[src/rtl/decode_queue.sv]
// Instruction queue between fetch and execute: buffers {pc, order, inst}
// and decodes the RV32I head entry combinationally for the execute stage.
module decode_queue #(
    parameter int DEPTH     = 4,
    parameter bit ENABLE_BR = 1'b1
) (
    input  logic                       clk,
    input  logic                       rst_n,
    input  logic                       imem_resp,
    input  logic [31:0]                imem_rdata,
    input  logic                       in_valid,
    input  logic [31:0]                in_pc,
    input  logic [63:0]                in_order,
    output logic                       in_ready,
    input  logic                       flush,
    input  logic                       out_ready,
    output logic                       out_valid,
    output logic [31:0]                out_pc,
    output logic [63:0]                out_order,
    output logic [31:0]                out_inst,
    output logic [4:0]                 out_rs1,
    output logic [4:0]                 out_rs2,
    output logic [4:0]                 out_rd,
    output logic [31:0]                out_imm,
    output logic                       out_regf_we,
    output logic                       out_mem_re,
    output logic                       out_mem_we,
    output logic                       out_is_br,
    output logic                       out_is_jal,
    output logic                       out_is_jalr,
    output logic                       out_illegal,
    output logic [$clog2(DEPTH):0]     count
);

    localparam int PW = $clog2(DEPTH);
    localparam int CW = PW + 1;

    localparam logic [6:0] OP_LUI    = 7'b0110111;
    localparam logic [6:0] OP_AUIPC  = 7'b0010111;
    localparam logic [6:0] OP_JAL    = 7'b1101111;
    localparam logic [6:0] OP_JALR   = 7'b1100111;
    localparam logic [6:0] OP_BRANCH = 7'b1100011;
    localparam logic [6:0] OP_LOAD   = 7'b0000011;
    localparam logic [6:0] OP_STORE  = 7'b0100011;
    localparam logic [6:0] OP_IMM    = 7'b0010011;
    localparam logic [6:0] OP_OP     = 7'b0110011;

    logic [31:0]   r_pcMem    [DEPTH];
    logic [63:0]   r_orderMem [DEPTH];
    logic [31:0]   r_instMem  [DEPTH];
    logic [PW-1:0] r_head;
    logic [PW-1:0] r_tail;
    logic [CW-1:0] r_count;

    logic        w_enq;
    logic        w_deq;
    logic [31:0] w_inst;
    logic        w_writesRd;
    logic [31:0] w_immI;
    logic [31:0] w_immS;
    logic [31:0] w_immB;
    logic [31:0] w_immU;
    logic [31:0] w_immJ;

    // A full queue refuses new entries even if the head leaves this cycle.
    assign in_ready  = (r_count < CW'(DEPTH));
    assign out_valid = (r_count != '0);
    assign count     = r_count;
    assign w_enq     = in_valid & imem_resp & in_ready & ~flush;
    assign w_deq     = out_valid & out_ready & ~flush;

    always_ff @(posedge clk) begin
        if (w_enq) begin
            r_pcMem[r_tail]    <= in_pc;
            r_orderMem[r_tail] <= in_order;
            r_instMem[r_tail]  <= imem_rdata;
        end
    end

    // DEPTH is a power of two, so pointer wrap falls out of the bit width.
    always_ff @(posedge clk or negedge rst_n) begin
        if (!rst_n) begin
            r_head  <= '0;
            r_tail  <= '0;
            r_count <= '0;
        end else if (flush) begin
            r_head  <= '0;
            r_tail  <= '0;
            r_count <= '0;
        end else begin
            if (w_enq) r_tail <= r_tail + 1'b1;
            if (w_deq) r_head <= r_head + 1'b1;
            r_count <= r_count + CW'(w_enq) - CW'(w_deq);
        end
    end

    assign out_pc    = r_pcMem[r_head];
    assign out_order = r_orderMem[r_head];
    assign w_inst    = r_instMem[r_head];
    assign out_inst  = w_inst;

    assign w_immI = {{20{w_inst[31]}}, w_inst[31:20]};
    assign w_immS = {{20{w_inst[31]}}, w_inst[31:25], w_inst[11:7]};
    assign w_immB = {{19{w_inst[31]}}, w_inst[31], w_inst[7], w_inst[30:25], w_inst[11:8], 1'b0};
    assign w_immU = {w_inst[31:12], 12'b0};
    assign w_immJ = {{11{w_inst[31]}}, w_inst[31], w_inst[19:12], w_inst[20], w_inst[30:21], 1'b0};

    always_comb begin
        out_rs1     = '0;
        out_rs2     = '0;
        out_imm     = '0;
        out_mem_re  = 1'b0;
        out_mem_we  = 1'b0;
        out_is_br   = 1'b0;
        out_is_jal  = 1'b0;
        out_is_jalr = 1'b0;
        out_illegal = 1'b0;
        w_writesRd  = 1'b0;
        if (out_valid) begin
            case (w_inst[6:0])
                OP_LUI, OP_AUIPC: begin
                    w_writesRd = 1'b1;
                    out_imm    = w_immU;
                end
                OP_JAL: begin
                    if (ENABLE_BR) begin
                        w_writesRd = 1'b1;
                        out_is_jal = 1'b1;
                        out_imm    = w_immJ;
                    end else begin
                        out_illegal = 1'b1;
                    end
                end
                OP_JALR: begin
                    if (ENABLE_BR) begin
                        w_writesRd  = 1'b1;
                        out_is_jalr = 1'b1;
                        out_rs1     = w_inst[19:15];
                        out_imm     = w_immI;
                    end else begin
                        out_illegal = 1'b1;
                    end
                end
                OP_BRANCH: begin
                    if (ENABLE_BR) begin
                        out_is_br = 1'b1;
                        out_rs1   = w_inst[19:15];
                        out_rs2   = w_inst[24:20];
                        out_imm   = w_immB;
                    end else begin
                        out_illegal = 1'b1;
                    end
                end
                OP_LOAD: begin
                    w_writesRd = 1'b1;
                    out_mem_re = 1'b1;
                    out_rs1    = w_inst[19:15];
                    out_imm    = w_immI;
                end
                OP_STORE: begin
                    out_mem_we = 1'b1;
                    out_rs1    = w_inst[19:15];
                    out_rs2    = w_inst[24:20];
                    out_imm    = w_immS;
                end
                OP_IMM: begin
                    w_writesRd = 1'b1;
                    out_rs1    = w_inst[19:15];
                    out_imm    = w_immI;
                end
                OP_OP: begin
                    w_writesRd = 1'b1;
                    out_rs1    = w_inst[19:15];
                    out_rs2    = w_inst[24:20];
                end
                default: out_illegal = 1'b1;
            endcase
        end
        // Writes to x0 are architecturally discarded, so never enable them.
        out_rd      = w_writesRd ? w_inst[11:7] : 5'd0;
        out_regf_we = w_writesRd && (w_inst[11:7] != 5'd0);
    end

endmodule

[config.mk]
export PLATFORM = sky130hd
export DESIGN_NAME = decode_queue
export DESIGN_NICKNAME = d
export VERILOG_FILES = /design/src/rtl/decode_queue.sv
export SDC_FILE = /design/constraint.sdc
export NUM_CORES = 1
export LEC_CHECK = 0
export CORE_MARGIN = 5
export CORE_UTILIZATION = 45
export CTS_CLUSTER_SIZE = 28
export DETAILED_ROUTE_END_ITERATION = 8
export GPL_ROUTABILITY_DRIVEN = 0
export PLACE_DENSITY = 0.68
export SKIP_CTS_REPAIR_TIMING = 1
export SLEW_MARGIN = 5
export SYNTH_ARGS = -nofsm -noshare
export SYNTH_HDL_FRONTEND = slang
export SYNTH_SLANG_ARGS = --single-unit
[constraint.sdc]
create_clock -name clk -period 5.4 [get_ports clk]
set_clock_uncertainty 0.2 [all_clocks]
set_input_delay 1.08 -clock clk [delete_from_list [all_inputs] [get_ports clk]]
set_output_delay 1.08 -clock clk [all_outputs]
set_load 0.02 [all_outputs]
==> results.json <==
{
  "finalHoldViolCount": 0,
  "dieArea_um2": 47900,
  "place_area_um2": 23600,
  "seq_area_um2": 15600,
  "cts_sinks": 519,
  "hp-class": "flop to flop",
  "cp.arrival_ns": 3.88,
  "multi_input_comb_area_um2": 3820,
  "fin_area_um2": 25200,
  "start_util_pct": 45.6,
  "drv_slew": 0,
  "yosysSeqAreaShare_pct": 79.2,
  "ys.warnings.count": 0,
  "die_y_um": 219,
  "fillers": 3134,
  "syn_area_um2": 19600,
  "grt_setup_unrepaired": "false",
  "async_flop_share_pct": 1.35,
  "die_w_um": 219,
  "dp_hpwl_um": 25800,
  "startpoint": "r_head[0]",
  "worst_ep_required_time_ns": 4.12,
  "layout.nets": 1341,
  "grt_max_degree": 129,
  "diodes": 0,
  "drtIter0Drc": 615,
  "htreeDepth": 2,
  "peakVddDrop_v": 0.000327,
  "avgSynthCellArea_um2": 23.1,
  "fmax_ghz": 0.194,
  "antenna_found_initial": 4,
  "grt_pass1_vias": 10100,
  "core-area_um2": 43100,
  "synth-seq-cells": 519,
  "drt-total-wl_um": 41100,
  "core.rowCount": 76,
  "grt_pass1_wl_um": 62500,
  "fin_util_pct": 58.5,
  "layout_common_cells": "512 x edfxtp_1, 320 x clkdlybuf4s50_1, 128 x mux4_2, 53 x clkbuf_16, 24 x nor2_1",
  "numCtsBuffers": 52,
  "layout_commonest_cell": "edfxtp_1",
  "drt_first_pass_iters": 7,
  "ys.flop_type": "edfxtp_1",
  "track_usage_pct": 17.0,
  "final_layout_size_suffix_gt1_share_pct": 18.1,
  "place.port_buffers": 320,
  "vias": 9655,
  "ant_nets": 0,
  "tns_ns": 0,
  "io_pins": 321,
  "cts_tree": "built",
  "regToRegStartpoint": "count[1]",
  "outcome": "completed",
  "p_per_area_nw_per_um2": 425,
  "synthCells": 848,
  "min_period_ns": 5.16,
  "drv_cap": 0,
  "path_max_fanout": 24,
  "syn_nets": 989,
  "finalPower_mw": 10.7,
  "setup_viol": 0,
  "critPathCaptureType": "output port",
  "cts.clk_slew.worst_paths_ns": 0.06,
  "hp-start": "r_tail[1]",
  "cts_root_buf": "clkbuf_16",
  "max_slew_margin_pct": 21.6,
  "yosysUniqueCellTypes": 44,
  "drc": 0,
  "critPathLaunchType": "flop",
  "cts_max_path_buffers": 3,
  "fin_crit_sh_pct": 95.5,
  "setup.worst_path.class": "flop to output port",
  "area_delta_synth_final_pct": 28.3,
  "wire_per_inst_um": 22.6,
  "p_leak_nw": 7.84,
  "via_per_inst": 5.30,
  "synth_edf_count": 512,
  "clk_latency_ns": 0.57,
  "grt_remaining_overflow": 0,
  "worstMarginPinSlew_ns": 1.17
}
[area by class of cell]
type	count	share of cell area, %
inverter	17	0.253
timing repair buffer	335	13.5
clock inverter	18	0.770
multi-input combinational	275	15.2
clock buffer	74	5.58
sequential	519	61.8
tap	585	2.91
[per-stage QoR]
| step | setup slack, ns | instances | hold slack (ns) |
|---|---|---|---|
| 3_5_place_dp | 0.840 | 1731 | 0.385 |
| 6_report | 0.242 | 1823 | 0.393 |
| 3_3_place_gp | 0.975 | 1731 | 0.376 |
| 5_1_grt | 0.0695 | 1823 | 0.449 |
| 4_1_cts | 0.201 | 1823 | 0.399 |
| 2_1_floorplan | 0.266 | 848 | 0.342 |
[routing by layer]
metal,GRT usage (%),part of all wire [%],up-vias
li1,-,-,4260
met1,21.9,39,5018
met2,28.3,50,310
met3,5.55,8.3,61
met4,4.58,1.9,6
met5,0,0.10,-
[synthesized netlist by cell type (5+ instances only)]
library cell	number	share of area, %
a21oi_1	22	0.56
and2_1	11	0.35
buf_1	9	0.17
buf_2	15	0.38
buf_6	5	0.29
clkbuf_1	8	0.15
dfrtp_1	7	0.89
edfxtp_1	512	78
ha_1	6	0.38
inv_1	17	0.33
mux4_2	128	15
nand2_1	16	0.31
nor2_1	24	0.46
nor2b_1	10	0.32
o21ai_0	10	0.26
[sequential cells by signal (all words and copies together), names as in the netlist]
| name | flops |
|---|---|
| r_orderMem | 256 |
| r_instMem | 128 |
| r_pcMem | 128 |
| count | 3 |
| r_head | 2 |
| r_tail | 2 |
[critical path, cell delays in order, from the launching register on]
cell,delay (ns)
dfrtp_4,0.54
mux4_2,0.68
nand4b_4,0.20
nor2_2,0.08
o41ai_4,1.06
nor2_1,0.15
clkdlybuf4s50_1,0.59
[kinds of logic (layout without fill, tap and decap cells)]
group / Yosys count / after routing / synth area share [%]
xor gates and xnor gates: 5 / 5 / 0.223
and+or+nand+nor: 88 / 88 / 2.52
buffers and inverters: 54 / 444 / 1.32
AOI/OAI and AO/OA: 45 / 45 / 1.42
muxes: 130 / 130 / 14.8
adders and majority gates: 7 / 7 / 0.485
DFF: 519 / 519 / 79.2
[path summary, 6_finish.rpt]
| path | cells after the start | slack, ns | to |
|---|---|---|---|
| worst max-delay path | 6 | 0.24 | out_imm[2] |
| worst min-delay path | 2 | 0.39 | r_tail[1] |
| worst max register to register | 12 | 2.14 | count[2] |
| worst min register to register | 2 | 0.39 | r_tail[1] |
| max in group asynchronous | 1 | 4.16 | r_head[1] |
| min in group asynchronous | 1 | 0.57 | r_tail[0] |
[power by group]
| group | internal, mW | switching, mW |
|---|---|---|
| Combinational | 1.33 | 1.39 |
| Sequential | 4.55 | 0.0477 |
| Clock | 1.99 | 1.40 |
(Power assumes the default switching activity.)
